==> config.mk <==
export PLATFORM = sky130hd
export DESIGN_NAME = lu_or_nor_queue
export DESIGN_NICKNAME = d
export VERILOG_FILES = /design/src/rtl/lu_pkg.sv /design/src/rtl/lu_or_nor_vec.sv /design/src/rtl/lu_or_nor_queue.sv
export SDC_FILE = /design/constraint.sdc
export NUM_CORES = 1
export LEC_CHECK = 0
export ABC_AREA = 1
export CAP_MARGIN = 0
export CORE_UTILIZATION = 40
export CTS_BUF_LIST = sky130_fd_sc_hd__clkbuf_8
export DETAILED_ROUTE_END_ITERATION = 6
export SETUP_SLACK_MARGIN = 0.02
export SLEW_MARGIN = 20
export SYNTH_ARGS = -nofsm -noshare
export SYNTH_HDL_FRONTEND = slang
export SYNTH_SLANG_ARGS = --single-unit
export TNS_END_PERCENT = 30
==> constraint.sdc <==
create_clock -name clk -period 2.2 [get_ports clk]
set_input_delay 0.33 -clock clk [delete_from_list [all_inputs] [get_ports clk]]
set_output_delay 0.33 -clock clk [all_outputs]
set_load 0.01 [all_outputs]
==> src/rtl/lu_pkg.sv <==
// Shared definitions for the OR/NOR logic unit issue stage.
package lu_pkg;

    localparam logic SEL_OR  = 1'b0;
    localparam logic SEL_NOR = 1'b1;

    // Default datapath width; the queue itself is parameterised separately.
    localparam int LU_WIDTH = 8;

    typedef struct packed {
        logic                sel;
        logic [LU_WIDTH-1:0] res;
    } lu_entry_t;

    // Reference OR/NOR at the default width.
    function automatic logic [LU_WIDTH-1:0] lu_apply(
        input logic [LU_WIDTH-1:0] a,
        input logic [LU_WIDTH-1:0] b,
        input logic                sel
    );
        logic [LU_WIDTH-1:0] v;
        v = a | b;
        return (sel == SEL_NOR) ? ~v : v;
    endfunction

endpackage

==> src/rtl/lu_or_nor_vec.sv <==
// WIDTH-bit combinational OR (sel=0) / NOR (sel=1).
module lu_or_nor_vec
    import lu_pkg::*;
#(
    parameter int WIDTH = 8
) (
    input  logic [WIDTH-1:0] a,
    input  logic [WIDTH-1:0] b,
    input  logic             sel,
    output logic [WIDTH-1:0] res
);

    logic [WIDTH-1:0] or_v;

    // Bitwise OR, optionally inverted for NOR.
    always_comb begin
        or_v = a | b;
        res  = (sel == SEL_NOR) ? ~or_v : or_v;
    end

endmodule

==> src/rtl/lu_or_nor_queue.sv <==
// Issue stage: computes OR/NOR on entry and buffers results in a small FIFO.
//
// Handshake: a transfer happens on a rising edge where valid && ready are both
// high. in_ready depends only on occupancy (no bypass, a full FIFO refuses a
// push even when a pop happens in the same cycle); out_* depend only on stored
// state, so there is no combinational path from in_* to out_*. flush wins over
// both transfers in the same cycle.
module lu_or_nor_queue
    import lu_pkg::*;
#(
    parameter int WIDTH = 8,
    parameter int DEPTH = 4,
    parameter int CNT_W = 16
) (
    input  logic                     clk,
    input  logic                     rst_n,
    input  logic                     flush,
    input  logic                     in_valid,
    output logic                     in_ready,
    input  logic [WIDTH-1:0]         in_a,
    input  logic [WIDTH-1:0]         in_b,
    input  logic                     in_sel,
    output logic                     out_valid,
    input  logic                     out_ready,
    output logic [WIDTH-1:0]         out_res,
    output logic                     out_sel,
    output logic                     out_zero,
    output logic [CNT_W-1:0]         op_count,
    output logic [$clog2(DEPTH):0]   level
);

    localparam int PTR_W = $clog2(DEPTH);
    localparam int LVL_W = PTR_W + 1;
    localparam logic [LVL_W-1:0] LVL_FULL = LVL_W'(DEPTH);

    typedef struct packed {
        logic             sel;
        logic [WIDTH-1:0] res;
    } entry_t;

    entry_t           mem [DEPTH];
    logic [PTR_W-1:0] wr_ptr;
    logic [PTR_W-1:0] rd_ptr;
    logic [WIDTH-1:0] vec_res;
    logic             push;
    logic             pop;
    entry_t           head;

    lu_or_nor_vec #(.WIDTH(WIDTH)) u_vec (
        .a   (in_a),
        .b   (in_b),
        .sel (in_sel),
        .res (vec_res)
    );

    // Handshake qualification; flush suppresses both transfers.
    always_comb begin
        in_ready  = (level != LVL_FULL);
        out_valid = (level != '0);
        push      = in_valid && in_ready && !flush;
        pop       = out_valid && out_ready && !flush;
    end

    // Storage array: written on push only, never reset.
    always_ff @(posedge clk) begin
        if (push) begin
            mem[wr_ptr] <= '{sel: in_sel, res: vec_res};
        end
    end

    // Pointers, occupancy and completed-op counter.
    always_ff @(posedge clk or negedge rst_n) begin
        if (!rst_n) begin
            wr_ptr   <= '0;
            rd_ptr   <= '0;
            level    <= '0;
            op_count <= '0;
        end else if (flush) begin
            wr_ptr   <= '0;
            rd_ptr   <= '0;
            level    <= '0;
            op_count <= '0;
        end else begin
            if (push) begin
                wr_ptr <= wr_ptr + PTR_W'(1);
            end
            if (pop) begin
                rd_ptr <= rd_ptr + PTR_W'(1);
                if (op_count != '1) begin
                    op_count <= op_count + CNT_W'(1);
                end
            end
            if (push && !pop) begin
                level <= level + LVL_W'(1);
            end else if (pop && !push) begin
                level <= level - LVL_W'(1);
            end
        end
    end

    // Head-of-queue view, forced to zero while empty.
    always_comb begin
        head     = mem[rd_ptr];
        out_res  = out_valid ? head.res : '0;
        out_sel  = out_valid ? head.sel : 1'b0;
        out_zero = out_valid && (head.res == '0);
    end

endmodule

# Word-level counts from Yosys, hierarchy flattened
# Memories as Yosys holds them, arrays and structs flattened.
# Index checks and enable logic that the tools add are counted.
[totals]
register_bits = 23
mem_bits_rw = 36
in_bits = 22
out_inout_bits = 31
elab_cells = 46
mem_count = 1
[mem_list]
columns = ["name", "depth", "word_bits", "rd", "rd_ports_with_merged_regs", "write_ports", "line", "source"]
rows = [
  ["mem", 4, 9, 1, 0, 1, "lu_or_nor_queue.sv:41", "entry_t mem [DEPTH];"],
]
[classes]
addsub = 5
n_eq_ne = 2
n_mux = 15
n_bitwise = 2
reduce_logical = 17
[ops]
columns = ["operator", "count"]
rows = [
  ["two-way mux 16 bit", 3],
  ["adder 16 x 1 -> 16 bit (second input constant)", 1],
  ["two-way mux 8 bit", 2],
  ["!= test 16 bit (second input constant)", 1],
  ["two-way mux 3 bit", 3],
  ["zero test 8 bit", 1],
  ["two-way mux 2 bit", 4],
  ["NOT 8 bit", 1],
  ["bitwise OR 8 bit", 1],
  ["logical AND 1 bit", 7],
  ["nonzero test 2 bit", 3],
  ["nonzero test 3 bit", 2],
  ["adder 2 x 1 -> 2 bit (second input constant)", 2],
  ["adder 3 x 1 -> 3 bit (second input constant)", 1],
  ["zero test 1 bit", 3],
  ["two-way mux 1 bit", 3],
  ["!= test 3 bit (second input constant)", 1],
  ["subtractor 3 x 1 -> 3 bit (second input constant)", 1],
  ["AND reduction 2 bit", 1],
]

# Logic depth before layout (Yosys ltp)
# Gate-level depths: netlist of run 1.
[depth]
depth_word = 8
ltp_mapped = 10

# By module
# A second synthesis of run 1 with hierarchy kept.
[hier_totals]
hier_cells = 368
hier_area_um2 = 3184.3
[modules_own_cells]
columns = ["mod", "n_inst", "cells_each", "area_each_um2", "seq_area_each_um2"]
rows = [
  ["lu_or_nor_queue", 1, 334, 2981.6, 1656.6],
  ["lu_or_nor_vec", 1, 34, 202.7, 0.0],
]

# Least setup slack after synthesis of run 1
# OpenSTA, ideal clock, no wires.
[synth_path]
kind = "register -> register"
startpoint = "reg level[2]"
endpoint = "reg level[2]"
t_arrival_ns = 1.546
slack_ns = 0.536
path_stages_with_launch = 11
n_path_buf = 0
synth_period_minus_slack_ns = 1.664
path_cell_list = "dfrtp_1 -> inv_2 -> nand2_4 -> nand2_2 -> nand3_1 -> inv_1 -> fa_1 -> inv_1 -> nand3_1 -> nand3_1 -> nand2_1"
[synth_via]
elab_chain_cells = 7
word_cells_on_any_way = 16
[synth_rtl]
columns = ["element", "line", "source"]
rows = [
  ["from (decl)", "lu_or_nor_queue.sv:29", "output logic [$clog2(DEPTH):0] level"],
  ["from (signal assigned)", "lu_or_nor_queue.sv:94", "level <= level + LVL_W'(1);"],
  ["from (signal assigned)", "lu_or_nor_queue.sv:96", "level <= level - LVL_W'(1);"],
  ["nonzero test 3 bit (*)", "lu_or_nor_queue.sv:59", "out_valid = (level != '0);"],
  ["via out_valid", "lu_or_nor_queue.sv:23", "output logic out_valid,"],
  ["logical AND 1 bit (*) (2 in series)", "lu_or_nor_queue.sv:61", "pop = out_valid && out_ready && !flush;"],
  ["zero test 1 bit", "lu_or_nor_queue.sv:93", "if (push && !pop) begin"],
  ["logical AND 1 bit", "lu_or_nor_queue.sv:93", ""],
  ["two-way mux 3 bit", "lu_or_nor_queue.sv:93", ""],
  ["two-way mux 3 bit", "lu_or_nor_queue.sv:78", "end else if (flush) begin"],
]
# The timed path passes the listed nets; every way through them passes the cells marked *. The select of a mux whose other input is x is not followed.
# A chain may end at the register's enable or synchronous reset.

# Worst setup path after layout of run 1
[layout_path]
startpoint = "reg rd_ptr[1]"
endpoint = "out out_res[3]"
[layout_via]
elab_chain_cells = 2
[layout_rtl]
columns = ["element", "line", "source"]
rows = [
  ["from (decl)", "lu_or_nor_queue.sv:43", "logic [PTR_W-1:0] rd_ptr;"],
  ["from (signal assigned)", "lu_or_nor_queue.sv:88", "rd_ptr <= rd_ptr + PTR_W'(1);"],
  ["memory read (4 x 9 bit)", "-", ""],
  ["two-way mux 8 bit", "lu_or_nor_queue.sv:104", "out_res = out_valid ? head.res : '0;"],
  ["to (decl)", "lu_or_nor_queue.sv:25", "output logic [WIDTH-1:0] out_res,"],
]
# No other way between the ends.

==> reports/summary.txt, run 1 <==
PortBufs: 52
DR iter-0 viols: 58
Critical path peak fanout: 8
FMAX: 481 MHz
Core area: 7330 sq um
Worst Max-Slew Pin Slew: 0.421 ns
Gpl congestion: 0.766
Vias per cell: 4.85
Post-synth top area cell: edfxtp_1
Avg WL per Cell: 13.3 um
Setup TNS: 0 ns
RSZ-0062 raised after global routing: true
Htree depth: 3
Largest net degree at the start of global routing: 27
Nets@finish: 444
Crit start category: flop
Cell variety after synth: 32
Arr. time, crit path: 1.75 ns
Fill count: 687
Post-synth EDFFs: 36
Grt ovf: 0
Worst Skew: 0.00676 ns
Leak Pwr: 1.68 nW
Row count: 31
ANT cells: 0
Hold Crit Class: in -> async
Type of the worst setup path: reg -> out
CTS tree: done
Cell area power density: 871 nW/um^2
Relative slew margins: 71.7%
Cell Area, Synth: 3080 sq um
Crit end category: output port
Routed via count: 2523
Layout cells sized above 1: 14.7%
Placed Cells: 501
TritonCTS Buffers: 9
Most common cell in the netlist: nand2_1
Worst-Skew Late Latency: 0.35 ns
DRC errors left: 0
Hpwl dp: 4830 um
Worst VDD drop: 0.326 mV
Deepest clock path buffer count: 2
Clk slew on worst S/H paths: 0.08 ns
Top FF cell, synth: edfxtp_1
Gate Count Post-Synth: 343
Number of synthesis warnings: 0
Via count of the first global-routing pass: 2409
Final core utilization: 54.3%
Synthesized flop and latch total: 59
Die W: 89.7 um
Seq/Total Area, Yosys: 53.8%
First drt pass iteration count: 4
Starting Density: 42.0%
# clock sinks: 59
Slew Viols, Final: 0
Initial antenna violation count: 0
Io pins: 53
DRT Wirelength: 6920 um
Detail Route Antenna Nets: 0
Synth area leaders: edfxtp_1 (35%), dfrtp_1 (19%), nand2_1 (12%)
Hold buffers post-CTS: 0
First-pass GRT wire length: 11500 um
Final setup fails: 0
Synth top cells by count: nand2_1 (95), nor2_1 (42), edfxtp_1 (36)
Fin crit period: 2.08 ns
Fraction of registers with async set/reset: 39.0%
Die H: 89.7 um
Total of max-cap violations: 0
Share of the synthesized area in the top cell type: 35.1%
Mapped Avg Cell Area: 8.97 sq um
Clk root buf: clkbuf_8
Die area: 8050 sq um
Synth-to-Final Area Change: 29.4%
Final non-filler cell total: 520
Final Hold Viols: 0
Req. time, crit path: 1.87 ns
Status: completed
Tcrit/Tclk final: 94.6%
GRT Util Overall: 18.3%
Syn nets: 371
==> what timing repair did <==
| action | CTS | global route |
|---|---|---|
| setup buffers | 3 | 0 |
| gates resized for setup | 12 | 5 |
| setup endpoints to repair | 10 | 3 |
==> logic make-up (layout without fill, tap and decap cells) <==
group                    count (synthesis)  in the layout  share of synthesized area [%]
XOR/XNOR                                13             13                           3.70
AO/OA/AOI/OAI                           32             32                           6.50
flip-flops                              59             59                           53.8
adder cells (fa/ha/maj)                  6              6                           2.68
buffers and inverters                   41            119                           5.85
AND/OR/NAND/NOR                        192            192                           27.4
==> layout by cell type, fill, tap and decap left out, drive strengths merged <==
cell type,Yosys,routed
xor2,12,12
clkbuf,0,10
dfrtp,23,23
clkinvlp,0,4
o21bai,1,1
dlygate4sd2,0,8
a32o,2,2
ha,5,5
edfxtp,36,36
dlymetal6s2s,0,1
o21ai,19,19
or2,1,1
nand2,101,101
o22ai,1,1
clkdlybuf4s50,0,42
inv,31,31
a21oi,8,8
buf,8,18
clkinv,2,5
a32oi,1,1
nor2,45,45
nand3,34,34
xnor2,1,1
nor3,5,5
fa,1,1
nand4,6,6
==> path summary, 6_finish.rpt <==
path | start | slack, ns | end | cells past startpoint
min in group clk | wr_ptr[1]$_DFFE_PN0P_ | 0.54 | wr_ptr[1]$_DFFE_PN0P_ | 2
min | rst_n | 0.34 | op_count[0]$_DFFE_PN0P_ | 2
max reg2reg | op_count[0]$_DFFE_PN0P_ | 0.37 | op_count[7]$_DFFE_PN0P_ | 10
min reg2reg | wr_ptr[1]$_DFFE_PN0P_ | 0.54 | wr_ptr[1]$_DFFE_PN0P_ | 2
max in group asynchronous | rst_n | 1.62 | rd_ptr[0]$_DFFE_PN0P_ | 2
max | rd_ptr[1]$_DFFE_PN0P_ | 0.12 | out_res[3] | 6
==> flip-flops by register name (all words and copies together), names as in the netlist <==
signal    flops
rd_ptr        2
level         3
mem          36
wr_ptr        2
op_count     16
==> metrics by stage <==
stage	area [sq um]	power [mW]	setup slack, ns	hold WS [ns]
detailed placement	3780	2.64	0.118	0.525
floorplan	3080	2.09	0.536	0.0344
global placement	3780	2.63	0.152	0.523
CTS	3980	3.50	0.0202	0.336
global route	3980	3.70	0.0140	0.369
finish	3980	3.47	0.119	0.338
==> routing by layer <==
metal | GRT usage [%] | wire, um
met5 | 0 | 0
met4 | 7.10 | 124
met3 | 5.41 | 331
met2 | 30.1 | 3390
met1 | 22.8 | 3080
==> layout make-up <==
cell class                      instances  area, sq um  area share, %
Sequential cell                        59         1660           41.6
Timing Repair Buffer                   70          647           16.2
Inverter                               33          129           3.23
Clock inverter                          7         53.8           1.35
Tap cell                               99          124           3.11
Clock buffer                            9          124           3.11
Multi-Input combinational cell        243         1250           31.4
==> report_power, final <==
group	switching, mW	internal, mW	leakage (nW)
sequential	0.0840	1.29	0.640
clock	0.479	0.412	0.0818
combinational	0.678	0.528	0.958
==> critical path, stage by stage (launching register included) <==
cell and delay, ns:
dfrtp_1 0.39, clkinvlp_4 0.20, buf_4 0.18, a21oi_1 0.14, a32o_2 0.17, nor2_1 0.05, dlygate4sd2_1 0.28
No activity file was read; power rests on OpenSTA's default activity.
==> inputs of run 2 (changes only) <==
- CORE_UTILIZATION: 40 -> 45
- PLACE_DENSITY: default -> 0.7
==> reports/summary.txt, run 2 (same netlist as run 1, synthesis figures left out) <==
ANT cells: 0 (unchanged)
Die area: 7170 sq um (-11%)
Largest regs: mem (36), op_count (16), level (3)
Worst VDD drop: 0.718 mV (+120%)
DRC errors left: 3 (+3)
Type of the worst setup path: reg -> out
DR iter-0 viols: 83 (+43%)
TritonCTS Buffers: 9 (unchanged)
Crit end category: output port
Pwr Total: 3.68 mW (+6.1%)
Synth-to-Final Area Change: 30.6%
Pre-CTS WS: 0.142 ns (+0.0243 ns)
Reg-to-reg endpoint: op_count[7]$_DFFE_PN0P_
Via count of the first global-routing pass: 2465 (+2.3%)
Routed via count: 2532 (+0.36%)
# clock sinks: 59 (unchanged)
Nets@finish: 443 (-0.23%)
Hold Crit Class: in -> async
R2R Setup Slk: 0.36 ns (about the same)
Grt ovf: 0 (unchanged)
Starting Density: 47.7% (+5.7 points)
Hpwl dp: 4900 um (+1.5%)
Total of max-cap violations: 0 (unchanged)
Core area: 6460 sq um (-12%)
Max reg flops: 36 (unchanged)
Vias per cell: 5.09 (+5.0%)
Failing checks: design-rule violations
Htree depth: 3 (unchanged)
Hold buffers post-CTS: 0 (unchanged)
DRT Wirelength: 6900 um (-0.40%)
First-pass GRT wire length: 11400 um (-0.37%)
RR Startpoint: op_count[0]$_DFFE_PN0P_
Die H: 84.7 um (-5.6%)
Clk slew on worst S/H paths: 0.07 ns (about the same)
Status: finished with violations
Io pins: 53 (unchanged)
Top reg by flops: mem
Final non-filler cell total: 497 (-4.4%)
CTS tree: done
Fin crit period: 2.20 ns (+0.115 ns)
Deepest clock path buffer count: 2 (unchanged)
Most common cell after layout, fill and taps aside: nand2_1
Worst hold slack: 0.350 ns (+0.0125 ns)
Final setup fails: 0 (unchanged)
GRT Util Overall: 20.9% (+2.6 points)
Avg WL per Cell: 13.9 um (+4.2%)
Clk root buf: clkbuf_8
FF-to-FF path depth: 10 (unchanged)
Final Hold Viols: 0 (unchanged)
Row count: 29 (-6.5%)
Detail Route Antenna Nets: 0 (unchanged)
PortBufs: 52 (unchanged)
Arr. time, crit path: 1.87 ns (+0.12 ns)
Slew Viols, Final: 0 (unchanged)
Layout cells sized above 1: 14.0% (-0.68 points)
Worst Max-Slew Pin Slew: 0.445 ns (+0.0237 ns)
Fill count: 564 (-18%)
Crit start category: flop
First drt pass iteration count: 6 (+2)
Worst Skew: 0.0134 ns (+0.00665 ns)
Leak Pwr: 1.72 nW (+2.6%)
FMAX: 455 MHz (-5.3%)
Placed Cells: 477 (-4.8%)
Die W: 84.7 um (-5.6%)
Final worst setup slack: 0.00353 ns (-0.115 ns)
Most frequent cells in the layout: nand2_1 (95), nor2_1 (42), clkdlybuf4s50_1 (42)
Tcrit/Tclk final: 99.8% (+5.2 points)
Critical path peak fanout: 4 (-4)
Initial antenna violation count: 0 (unchanged)
Req. time, crit path: 1.87 ns (about the same)
Cell area power density: 916 nW/um^2 (+5.2%)
Largest net degree at the start of global routing: 27 (unchanged)
Worst-Skew Late Latency: 0.33 ns (-0.02 ns)
RSZ-0062 raised after global routing: true
Gpl congestion: 0.794 (+3.7%)
Relative slew margins: 70.1% (-1.6 points)
[run 2: metrics by stage]
stage / setup TNS (ns) / instance area [sq um] / utilization [%]
finish: 0 / 4020 / 62.2
global route: -0.124 / 4020 / 62.2
CTS: -0.0458 / 4010 / 62.0
detailed placement: 0 / 3750 / 58.0
global placement: 0 / 3750 / 58.0
floorplan: 0 / 3080 / -
[run 2: worst max-delay path by stage]
stage | start | depth (start not counted) | endpoint | slack, ns
after floorplan | level[2]$_DFFE_PN0P_ | 10 | level[2]$_DFFE_PN0P_ | 0.54
after global placement | rd_ptr[1]$_DFFE_PN0P_ | 8 | out_zero | 0.15
after detailed placement | rd_ptr[1]$_DFFE_PN0P_ | 8 | out_zero | 0.14
after CTS | rd_ptr[1]$_DFFE_PN0P_ | 6 | out_res[6] | -0.05
after global routing | rd_ptr[1]$_DFFE_PN0P_ | 7 | out_zero | -0.12
final | rd_ptr[1]$_DFFE_PN0P_ | 8 | out_zero | 0.004
[run 2: layout make-up]
cell class,count,area [sq um],share of cell area (%)
sequential,59,1660,41.3
timing repair inverter,1,7.51,0.187
timing repair buffer,68,661,16.4
tap,77,96.3,2.40
inverter,33,129,3.21
clock inverter,6,81.3,2.02
clock buffer,10,138,3.42
multi-input combinational,243,1250,31.1
[run 2: routing by layer]
metal	global-route usage [%]	vias up	wire, um
met2	35.0	68	3450
met1	25.1	1181	2940
met4	9.24	0	131
met3	6.10	12	375
li1	-	1271	-
met5	0	-	0
[run 2: report_power, final]
group	internal, mW	switching, mW
registers	1.29	0.0873
logic	0.546	0.686
clock network	0.660	0.413
[run 2: timing repair]
item	CTS	global route
endpoints found under the hold margin	0	0
pin swaps	1	0
resized for setup	13	2
gates cloned	1	0
setup endpoints to repair	10	3
buffers inserted	2	1
[run 2: worst max-delay path, stage by stage, from the launching register on]
cell and delay, ns:
dfrtp_2 0.43, clkinvlp_4 0.15, buf_4 0.16, a32oi_2 0.25
buf_4 0.15, nor2_1 0.03, nand2_1 0.05, nor2_1 0.04
dlygate4sd2_1 0.27
==> inputs of run 3 (changes only) <==
--- a/config.mk
+++ b/config.mk
@@ -12,3 +12,4 @@
 export DETAILED_ROUTE_END_ITERATION = 6
-export PLACE_DENSITY = 0.7
+export HOLD_SLACK_MARGIN = 0.02
+export PLACE_DENSITY_LB_ADDON = 0.15
 export SETUP_SLACK_MARGIN = 0.02
==> constraint.sdc (replaced) <==
create_clock -name clk -period 2.2 [get_ports clk]
set_input_delay 0.44 -clock clk [delete_from_list [all_inputs] [get_ports clk]]
set_output_delay 0.44 -clock clk [all_outputs]
set_load 0.01 [all_outputs]
==> reports/summary.txt, run 3 (same netlist as run 1, synthesis figures left out) <==
Grt ovf: 0 (unchanged)
Nets@finish: 444 (+0.23%)
Slew Viols, Final: 0 (unchanged)
Clk root buf: clkbuf_8
Tcrit/Tclk final: 94.5% (-5.3 points)
DRC errors left: 0 (-3)
Clk pwr share: 28.0% (-1.2 points)
Worst Skew: 0.0112 ns (-0.00226 ns)
Reg-to-reg endpoint: op_count[7]$_DFFE_PN0P_
TritonCTS Buffers: 9 (unchanged)
Worst-Skew Late Latency: 0.34 ns (about the same)
Post-CTS Setup Inserts: 0 (-2)
Most frequent cells in the layout: nand2_1 (95), nor2_1 (42), clkdlybuf4s50_1 (42)
Crit start category: flop
Worst Max-Slew Pin Slew: 0.498 ns (+0.0535 ns)
Type of the worst setup path: reg -> out
Post-route cell area: 3980 sq um (-1.1%)
Final core utilization: 61.6% (-0.66 points)
Cell area power density: 905 nW/um^2 (-1.2%)
Final non-filler cell total: 498 (+0.20%)
Starting Density: 47.7% (unchanged)
Req. time, crit path: 1.76 ns (-0.11 ns)
Htree depth: 3 (unchanged)
Arr. time, crit path: 1.64 ns (-0.23 ns)
ANT cells: 0 (unchanged)
Comb power frac: 33.9% (+0.4 points)
Hold buffers post-CTS: 0 (unchanged)
Final worst setup slack: 0.120 ns (+0.117 ns)
Detail Route Antenna Nets: 0 (unchanged)
P_sw: 1.15 mW (-2.8%)
Total of max-cap violations: 0 (unchanged)
Worst VDD drop: 0.613 mV (-15%)
# clock sinks: 59 (unchanged)
Vias per cell: 5.03 (-1.3%)
Die area: 7170 sq um (unchanged)
Placed Area: 3790 sq um (+1.0%)
Crit end category: output port
First-pass GRT wire length: 11100 um (-2.6%)
Switching Fraction: 32.1% (-0.17 points)
Routed via count: 2505 (-1.1%)
Final Hold Viols: 0 (unchanged)
Worst hold slack: 0.457 ns (+0.106 ns)
Sequential share of power: 38.1% (+0.7 points)
Critical path peak fanout: 18 (+14)
DR iter-0 viols: 107 (+29%)
Crit. Startpoint: rd_ptr[0]$_DFFE_PN0P_
RR Startpoint: op_count[0]$_DFFE_PN0P_
First drt pass iteration count: 6 (unchanged)
R2R Setup Slk: 0.40 ns (+0.04 ns)
Relative slew margins: 66.5% (-3.6 points)
Avg WL per Cell: 12.8 um (-7.6%)
Layout cells sized above 1: 15.0% (+0.92 points)
Most common cell after layout, fill and taps aside: nand2_1
Max reg flops: 36 (unchanged)
Clk slew on worst S/H paths: 0.06 ns (about the same)
CTS tree: done
Fill count: 566 (+0.35%)
FMAX: 481 MHz (+5.6%)
Row count: 29 (unchanged)
Hold Crit Class: in -> async
Synth-to-Final Area Change: 29.2%
P_int: 2.44 mW (-2.0%)
Fin crit period: 2.08 ns (-0.117 ns)
Die W: 84.7 um (unchanged)
Io pins: 53 (unchanged)
Via count of the first global-routing pass: 2481 (+0.65%)
DRT Wirelength: 6380 um (-7.5%)
Crit path capture: out_zero
Top reg by flops: mem
FF-to-FF path depth: 10 (unchanged)
Pre-CTS WS: -0.0105 ns (-0.153 ns)
Hpwl dp: 4660 um (-5.0%)
GRT Util Overall: 20.2% (-0.69 points)
Largest regs: mem (36), op_count (16), level (3)
RSZ-0062 raised after global routing: true
Register area: 1660 sq um (unchanged)
Placed Cells: 482 (+1.0%)
Gpl congestion: 0.824 (+3.7%)
PortBufs: 52 (unchanged)
Deepest clock path buffer count: 2 (unchanged)
Area of the multi-input gates: 1250 sq um (unchanged)
Die H: 84.7 um (unchanged)
Core area: 6460 sq um (unchanged)
Final setup fails: 0 (unchanged)
Status: completed
Initial antenna violation count: 0 (unchanged)
Leak Pwr: 1.71 nW (-0.62%)
Largest net degree at the start of global routing: 27 (unchanged)
-- run 3: cell types whose count changed in the layout (fill, tap and decap cells not counted), sizes merged --
cell	change
clkbuf	+3
clkinvlp	-3
clkinv	-1
dlymetal6s2s	-1
dlygate4sd2	-4
buf	+3
inv	+4
-- run 3: how the worst min path moves through the flow --
stage | startpoint | to | slack (ns) | depth (start not counted)
CTS | rst_n | op_count[1]$_DFFE_PN0P_ | 0.45 | 2
floorplan | rst_n | level[0]$_DFFE_PN0P_ | 0.14 | 0
detailed placement | wr_ptr[1]$_DFFE_PN0P_ | wr_ptr[1]$_DFFE_PN0P_ | 0.53 | 2
finish | rst_n | op_count[1]$_DFFE_PN0P_ | 0.46 | 2
global route | rst_n | op_count[1]$_DFFE_PN0P_ | 0.48 | 2
global placement | wr_ptr[1]$_DFFE_PN0P_ | wr_ptr[1]$_DFFE_PN0P_ | 0.53 | 2
-- run 3: timing repair --
| action | in CTS | in global routing |
|---|---|---|
| resized for setup | 18 | 9 |
| setup endpoints to repair | 10 | 6 |
| pin swaps | 0 | 0 |
| endpoints found under the hold margin | 0 | 0 |
-- run 3: power by group through the flow --
stage,clock (mW),combinational [mW],sequential [mW]
2_1_floorplan,0,0.683,1.41
3_3_place_gp,0,1.27,1.39
3_5_place_dp,0,1.29,1.39
4_1_cts,1.03,1.25,1.37
5_1_grt,1.09,1.38,1.38
6_report,1.01,1.22,1.37
-- run 3: worst max-delay path, stage by stage (launching register included) --
cell and delay (ns):
dfrtp_1 0.39, clkinv_2 0.10, buf_12 0.15, nand2_1 0.06, nand3_1 0.06, nand2_1 0.10, nand2_1 0.06, nor2_1 0.08
nand2_1 0.08, nor2_1 0.08, buf_2 0.13
-- run 3: final cells by class --
cell class	instances	area share, %
Sequential cell	59	41.7
Multi-Input combinational cell	243	31.4
Timing Repair Buffer	70	16.1
Inverter	33	3.24
Clock buffer	9	3.12
Tap cell	77	2.42
Clock inverter	7	2.01
-- run 3: metrics by stage --
step                      TNS, ns  total power [mW]
after detailed placement  -0.0105              2.68
after floorplan                 0              2.09
after CTS                 -0.0852              3.66
final                           0              3.60
after global placement          0              2.66
after global routing      -0.0769              3.85
-- run 3: per-layer routing --
layer  up-vias  global-route usage, %  routed length, um
met5         -                      0                  0
met4         0                   7.55                 97
met3         8                   6.29                268
met2        58                   35.0               3300
met1      1161                   23.7               2710
li1       1278                      -                  -
